$ cat config.mk
export PLATFORM = sky130hd
export DESIGN_NAME = mips_mem_responder_flat
export DESIGN_NICKNAME = d
export VERILOG_FILES = /design/src/rtl/mips_mem_responder_if.sv /design/src/rtl/mips_mem_responder.sv /design/src/flat_wrapper.sv
export SDC_FILE = /design/constraint.sdc
export NUM_CORES = 2
export LEC_CHECK = 0
export BUFFER_PORTS_ARGS = -buffer_cell sky130_fd_sc_hd__buf_2
export CAP_MARGIN = 20
export CORE_ASPECT_RATIO = 1.4
export CORE_MARGIN = 5
export CORE_UTILIZATION = 45
export DETAILED_ROUTE_END_ITERATION = 8
export SYNTH_ARGS = -nofsm -noshare
export SYNTH_HDL_FRONTEND = slang
export SYNTH_SLANG_ARGS = --single-unit
$ cat constraint.sdc
create_clock -name clk -period 11.2 [get_ports clk]
set_input_delay 1.12 -clock clk [delete_from_list [all_inputs] [get_ports clk]]
set_output_delay 1.12 -clock clk [all_outputs]
set_load 0.02 [all_outputs]
$ cat src/rtl/mips_mem_responder_if.sv
// Core-side memory bus plus the byte-serial program-loader stream.
// The master modport is the core/loader side; the slave modport is the responder.
interface mips_mem_responder_if;
    // instruction fetch
    logic [31:0] pc;
    logic [31:0] instr;
    // data access
    logic        memWrite;
    logic [31:0] aluout;
    logic [31:0] writeData;
    logic [31:0] readData;
    // program loader
    logic        ld_start;
    logic        ld_valid;
    logic [7:0]  ld_byte;
    logic        ld_last;
    logic        ld_ready;

    modport master (
        output pc, memWrite, aluout, writeData,
        output ld_start, ld_valid, ld_byte, ld_last,
        input  instr, readData, ld_ready
    );

    modport slave (
        input  pc, memWrite, aluout, writeData,
        input  ld_start, ld_valid, ld_byte, ld_last,
        output instr, readData, ld_ready
    );
endinterface

$ cat src/rtl/mips_mem_responder.sv
// Memory-side counterpart of the single-cycle mips core: instruction RAM,
// data RAM, an output register and a cycle counter on the MMIO page, and a
// byte-serial loader that fills instruction RAM while holding the core in reset.
// IMEM_WORDS and DMEM_WORDS must be powers of two and at least 2.
module mips_mem_responder #(
    parameter int          IMEM_WORDS = 64,
    parameter int          DMEM_WORDS = 64,
    parameter logic [31:0] MMIO_BASE  = 32'h0000_FF00
) (
    input  logic                 clk,
    input  logic                 reset,       // asynchronous, active low
    mips_mem_responder_if.slave  bus,
    output logic                 core_reset,  // active low, 0 holds the core
    output logic                 ld_overflow,
    output logic [31:0]          mmio_out,
    output logic                 run_state
);

    localparam int          IAW        = $clog2(IMEM_WORDS);
    localparam int          DAW        = $clog2(DMEM_WORDS);
    localparam logic [31:0] IMEM_BYTES = 32'(IMEM_WORDS * 4);
    localparam logic [31:0] DMEM_BYTES = 32'(DMEM_WORDS * 4);
    localparam logic [31:0] MMIO_CNT   = MMIO_BASE + 32'd4;
    localparam logic [IAW:0] IMEM_FULL = (IAW + 1)'(IMEM_WORDS);

    typedef enum logic [1:0] {
        ST_IDLE = 2'd0,
        ST_LOAD = 2'd1,
        ST_RUN  = 2'd2
    } state_t;

    state_t        state_reg;
    logic          core_reset_reg;
    logic          ld_ready_reg;
    logic          run_state_reg;
    logic          ld_overflow_reg;
    logic [IAW:0]  word_addr_reg;   // one extra bit so it can reach IMEM_WORDS
    logic [1:0]    byte_cnt_reg;
    logic [31:0]   asm_reg;
    logic [31:0]   cycle_cnt_reg;
    logic [31:0]   mmio_reg;

    logic [31:0]   imem [IMEM_WORDS];
    logic [31:0]   dmem [DMEM_WORDS];

    logic          byte_accept;
    logic          word_done;
    logic          addr_full;
    logic          imem_we;
    logic [31:0]   asm_next;
    logic [31:0]   alu_word;
    logic          alu_in_dmem;
    logic          store_en;
    logic          store_dmem;
    logic          store_mmio;
    logic [31:0]   read_data;
    logic [31:0]   fetch_data;

    assign core_reset   = core_reset_reg;
    assign ld_overflow  = ld_overflow_reg;
    assign mmio_out     = mmio_reg;
    assign run_state    = run_state_reg;
    assign bus.ld_ready = ld_ready_reg;

    // Loader handshake qualifiers; a word is flushed on its 4th byte or on ld_last.
    assign byte_accept = (state_reg == ST_LOAD) && ld_ready_reg && bus.ld_valid;
    assign word_done   = byte_accept && ((byte_cnt_reg == 2'd3) || bus.ld_last);
    assign addr_full   = (word_addr_reg == IMEM_FULL);
    assign imem_we     = word_done && !addr_full;

    // Big-endian assembly: a fresh word starts from zero so an early ld_last
    // leaves the unfilled low bytes padded with zeros.
    always_comb begin
        asm_next = '0;
        case (byte_cnt_reg)
            2'd0:    asm_next = {bus.ld_byte, 24'h00_0000};
            2'd1:    asm_next = {asm_reg[31:24], bus.ld_byte, 16'h0000};
            2'd2:    asm_next = {asm_reg[31:16], bus.ld_byte, 8'h00};
            default: asm_next = {asm_reg[31:8], bus.ld_byte};
        endcase
    end

    // Store decode; only a running core may modify data RAM or the output register.
    assign alu_word    = {bus.aluout[31:2], 2'b00};
    assign alu_in_dmem = (bus.aluout < DMEM_BYTES);
    assign store_en    = (state_reg == ST_RUN) && bus.memWrite;
    assign store_dmem  = store_en && alu_in_dmem;
    assign store_mmio  = store_en && !alu_in_dmem && (alu_word == MMIO_BASE);

    // Loader FSM with registered handshake/reset outputs and the cycle counter.
    always_ff @(posedge clk or negedge reset) begin
        if (!reset) begin
            state_reg       <= ST_IDLE;
            core_reset_reg  <= 1'b0;
            ld_ready_reg    <= 1'b0;
            run_state_reg   <= 1'b0;
            ld_overflow_reg <= 1'b0;
            word_addr_reg   <= '0;
            byte_cnt_reg    <= '0;
            asm_reg         <= '0;
            cycle_cnt_reg   <= '0;
        end else begin
            case (state_reg)
                ST_IDLE: begin
                    if (bus.ld_start) begin
                        state_reg       <= ST_LOAD;
                        ld_ready_reg    <= 1'b1;
                        word_addr_reg   <= '0;
                        byte_cnt_reg    <= '0;
                        asm_reg         <= '0;
                        ld_overflow_reg <= 1'b0;
                    end
                end
                ST_LOAD: begin
                    // ld_start is deliberately ignored while a load is in progress
                    if (byte_accept) begin
                        asm_reg      <= asm_next;
                        byte_cnt_reg <= bus.ld_last ? 2'd0 : byte_cnt_reg + 2'd1;
                        if (addr_full) begin
                            ld_overflow_reg <= 1'b1;
                        end else if (word_done) begin
                            word_addr_reg <= word_addr_reg + (IAW + 1)'(1);
                        end
                        if (bus.ld_last) begin
                            state_reg      <= ST_RUN;
                            ld_ready_reg   <= 1'b0;
                            core_reset_reg <= 1'b1;
                            run_state_reg  <= 1'b1;
                            cycle_cnt_reg  <= '0;
                        end
                    end
                end
                ST_RUN: begin
                    cycle_cnt_reg <= cycle_cnt_reg + 32'd1;
                    if (bus.ld_start) begin
                        state_reg       <= ST_LOAD;
                        ld_ready_reg    <= 1'b1;
                        core_reset_reg  <= 1'b0;
                        run_state_reg   <= 1'b0;
                        word_addr_reg   <= '0;
                        byte_cnt_reg    <= '0;
                        asm_reg         <= '0;
                        ld_overflow_reg <= 1'b0;
                    end
                end
                default: begin
                    state_reg <= ST_IDLE;
                end
            endcase
        end
    end

    // Output register written by core stores to MMIO_BASE.
    always_ff @(posedge clk or negedge reset) begin
        if (!reset) begin
            mmio_reg <= '0;
        end else if (store_mmio) begin
            mmio_reg <= bus.writeData;
        end
    end

    // RAM write ports; contents survive reset.
    always_ff @(posedge clk) begin
        if (imem_we) begin
            imem[word_addr_reg[IAW-1:0]] <= asm_next;
        end
        if (store_dmem) begin
            dmem[bus.aluout[DAW+1:2]] <= bus.writeData;
        end
    end

    // Instruction fetch: out-of-range addresses return a nop.
    always_comb begin
        fetch_data = '0;
        if (bus.pc < IMEM_BYTES) begin
            fetch_data = imem[bus.pc[IAW+1:2]];
        end
    end
    assign bus.instr = fetch_data;

    // Load path: data RAM, then the two MMIO words, else zero.
    always_comb begin
        read_data = '0;
        if (alu_in_dmem) begin
            read_data = dmem[bus.aluout[DAW+1:2]];
        end else if (alu_word == MMIO_BASE) begin
            read_data = mmio_reg;
        end else if (alu_word == MMIO_CNT) begin
            read_data = cycle_cnt_reg;
        end
    end
    assign bus.readData = read_data;

endmodule

$ cat src/flat_wrapper.sv
// flat-port wrapper written by rule: the top's interface ports become plain ports
module mips_mem_responder_flat 
#(
    parameter int          IMEM_WORDS = 64,
    parameter int          DMEM_WORDS = 64,
    parameter logic [31:0] MMIO_BASE  = 32'h0000_FF00
)
  (clk, reset, core_reset, ld_overflow, mmio_out, run_state, bus_pc, bus_memWrite, bus_aluout, bus_writeData, bus_ld_start, bus_ld_valid, bus_ld_byte, bus_ld_last, bus_instr, bus_readData, bus_ld_ready);
  mips_mem_responder_if bus_i ();
  input  logic clk;
  input  logic reset;
  output logic core_reset;
  output logic ld_overflow;
  output logic [31:0] mmio_out;
  output logic run_state;
  input wire logic [$bits(bus_i.pc)-1:0] bus_pc;
  input wire logic [$bits(bus_i.memWrite)-1:0] bus_memWrite;
  input wire logic [$bits(bus_i.aluout)-1:0] bus_aluout;
  input wire logic [$bits(bus_i.writeData)-1:0] bus_writeData;
  input wire logic [$bits(bus_i.ld_start)-1:0] bus_ld_start;
  input wire logic [$bits(bus_i.ld_valid)-1:0] bus_ld_valid;
  input wire logic [$bits(bus_i.ld_byte)-1:0] bus_ld_byte;
  input wire logic [$bits(bus_i.ld_last)-1:0] bus_ld_last;
  output wire logic [$bits(bus_i.instr)-1:0] bus_instr;
  output wire logic [$bits(bus_i.readData)-1:0] bus_readData;
  output wire logic [$bits(bus_i.ld_ready)-1:0] bus_ld_ready;
  assign bus_i.pc = bus_pc;
  assign bus_i.memWrite = bus_memWrite;
  assign bus_i.aluout = bus_aluout;
  assign bus_i.writeData = bus_writeData;
  assign bus_i.ld_start = bus_ld_start;
  assign bus_i.ld_valid = bus_ld_valid;
  assign bus_i.ld_byte = bus_ld_byte;
  assign bus_i.ld_last = bus_ld_last;
  assign bus_instr = bus_i.instr;
  assign bus_readData = bus_i.readData;
  assign bus_ld_ready = bus_i.ld_ready;
  mips_mem_responder #(.IMEM_WORDS(IMEM_WORDS), .DMEM_WORDS(DMEM_WORDS), .MMIO_BASE(MMIO_BASE)) u_core (.clk(clk), .reset(reset), .bus(bus_i), .core_reset(core_reset), .ld_overflow(ld_overflow), .mmio_out(mmio_out), .run_state(run_state));
endmodule
==> flow_summary.toml <==
[pwr]
ir_drop_mv = 0.1356
leakage_uw = 0.05984
pwr_density_cell_nw_per_um2 = 178.8

[global_route]
grt.busiest_layer = "met2"
overflow = 0
grt_pass1_wl_um = 684600
antenna_found_initial = 21
use_met3 = 0.05330
grt_max_degree = 117
grt_pass1_vias = 86640
grt_util_met1 = 0.3222
grt_usage = 0.2592
grtUsageMet2 = 0.4377

[timing]
fin_hold_ws_ps = 197.4
tns_ps = 0
rsz0062_at_grt = "no"
hold_violations = 0
finalCritPeriodShare = 0.6131
setup_slack_ps = 4333
fmax_mhz = 145.6
finalWorstPathRequiredPeriod_ps = 6867
worst_slew_pin_slew_ps = 1211
finClkSkew_ps = 52.72
drv_slew = 0
relSlewSlack = 0.1895
finalSetupViolations = 0

[placement]
dp_worst_setup_slack_ps = 4386
place_congestion = 0.8790
port-buffer-count = 205
post-dp-hpwl_um = 283300

[synth]
yosys_warnings = 0
postSynthCellCount = 7973
netlist_area_um2 = 162400
synth-edff-count = 4096
ys.flop_type = "edfxtp_1"
synth_top_area_cell = "edfxtp_1"
synthArstFlopShare = 0.02430
synth_top_area_frac = 0.7573
synthesis.area_per_instance_um2 = 20.37
yosysSeqAreaShare = 0.7731
synth.distinct_cells = 77
synthTopCellsByArea = "edfxtp_1, mux4_2, mux2i_1"
ys_ff_latch = 4198
syn_nets = 8090

[final_layout]
drive_above_1_share = 0.2546
syn2layout_area_growth_pct = 13.18
layout.nets = 8531

[route]
drtAntennaViolNets = 0
num_vias = 85820
wire_per_inst_um = 36.70
drc = 0
drtPass1Iterations = 7
first_iter_violations = 10870
routed_wl_um = 494400
vias_per_cell = 6.371

[critical_path]
cp-start-kind = "primary input"
arrival_ps = 5750
required_ps = 10080
crit_family = "buffers and inverters"
path_class = "primary input to output port"
slowest_stage = "a2111oi_2"
crit_chain = "buf_8, buf_12, buf_12, nor2_4, buf_4, buf_4, a221oi_1, or2_2, a21oi_1, a2111oi_2, a31oi_1, buf_2"
crit_fanout = 97
path_buf_inv = 6
cpPeakStageDelay_ps = 880
worstSetupEndpointType = "output port"

[die]
fp.dieW_um = 517.7
dieArea_um2 = 373200
die_h_um = 720.8
io_pins = 210
core_um2 = 360200
initial_core_util = 0.4509
num_rows = 261

[clock_network]
cts_buffers = 402
insertion_delay_ps = 920
cts.repair.resized = 0
root_buffer = "clkbuf_16"
clk_path_buf_depth = 4
cts_num_sinks = 4198
post-cts-setup-buffer-count = 0
clkTransAtPathRegs_ps = 60
htreeDepth = 5
cts_tree = "done"
cts-hold-fix-buffers = 0

[flow_run]
maxCapViolations = 0

[hold_path]
hp-class = "primary input to async pin"

[status]
status = "complete, no violations"
## logic make-up (layout without fill, tap and decap cells)
| group | count (synthesis) | count (layout) | synth area share |
|---|---|---|---|
| AO/OA/AOI/OAI | 1171 | 1171 | 0.05121 |
| other | 0 | 3 | 0 |
| AND/OR/NAND/NOR | 764 | 764 | 0.02197 |
| buffers and inverters | 517 | 1277 | 0.01528 |
| flip-flops | 4198 | 4198 | 0.7731 |
| XOR/XNOR | 31 | 31 | 0.001672 |
| multiplexers | 1285 | 1285 | 0.1363 |
| adder cells (fa/ha/maj) | 7 | 7 | 0.0005393 |
## cell usage in the layout (no fill, tap or decap), drive strengths merged, types with 102 or more instances in the layout
master	netlist	routed
clkinv	2	179
buf	293	539
o22ai	153	153
mux2	197	197
a21oi	165	165
o21ai	159	159
dfrtp	102	102
mux4	721	721
a221oi	169	169
nand2	213	213
nor2	270	270
mux2i	367	367
clkbuf	210	494
edfxtp	4096	4096
a22oi	182	182
## worst paths after layout
| check | startpoint | end | slack (ps) | cells past startpoint |
|---|---|---|---|---|
| worst max register to register | u_core.word_addr_reg[3] | u_core.imem[6][10] | 6870 | 6 |
| worst min-delay path | reset | u_core.asm_reg[9] | 200 | 1 |
| min in group clk | bus_writeData[12] | u_core.mmio_out[12] | 460 | 2 |
| max in group asynchronous | reset | u_core.mmio_out[12] | 9500 | 3 |
| worst min register to register | u_core.asm_reg[25] | u_core.asm_reg[25] | 510 | 2 |
| worst max-delay path | bus_aluout[3] | bus_readData[15] | 4330 | 12 |
## layout make-up
cell class,instances,area [µm²]
Fill cell,28470,176400
Sequential cell,4198,125600
Multi-Input combinational cell,3258,35620
Clock buffer,493,10550
Tap cell,4734,5923
Timing Repair Buffer,540,4093
Clock inverter,230,2019
Inverter,14,60.06
Antenna cell,3,7.507
## synthesized netlist by cell type (25+ instances only)
master,number
mux2i_1,367
o21ai_0,142
a221oi_1,169
dfrtp_1,102
mux4_2,721
mux2_2,196
buf_1,45
a21oi_1,165
xor2_1,25
buf_2,172
clkbuf_1,210
a22oi_1,182
a22o_1,79
a31oi_1,42
buf_4,65
and2_1,29
edfxtp_1,4096
nand3_1,76
a221o_1,33
nand2_1,213
nor2_1,270
o22ai_1,153
## per-stage QoR
| stage | instances | total power [µW] | area (µm²) | util |
|---|---|---|---|---|
| 5_1_grt | 13470 | 33790 | 183800 | 0.5103 |
| 3_3_place_gp | 12720 | 19880 | 170800 | 0.4740 |
| 4_1_cts | 13440 | 32980 | 183400 | 0.5090 |
| 2_1_floorplan | 7973 | 19070 | 162400 | - |
| 3_5_place_dp | 12720 | 19950 | 170800 | 0.4741 |
| 6_report | 13470 | 32870 | 183800 | 0.5103 |
## report_power, final
group / internal (µW) / switching, µW
combinational: 559 / 1430
clock: 7360 / 5820
sequential: 17600 / 60.4
## layer usage
| metal | wire length (µm) | vias up |
|---|---|---|
| met5 | 68 | - |
| met4 | 28020 | 10 |
| met3 | 44980 | 1118 |
| met2 | 245600 | 4754 |
| met1 | 175700 | 45680 |
| li1 | - | 34260 |
Power figures use the tool's default switching activity.
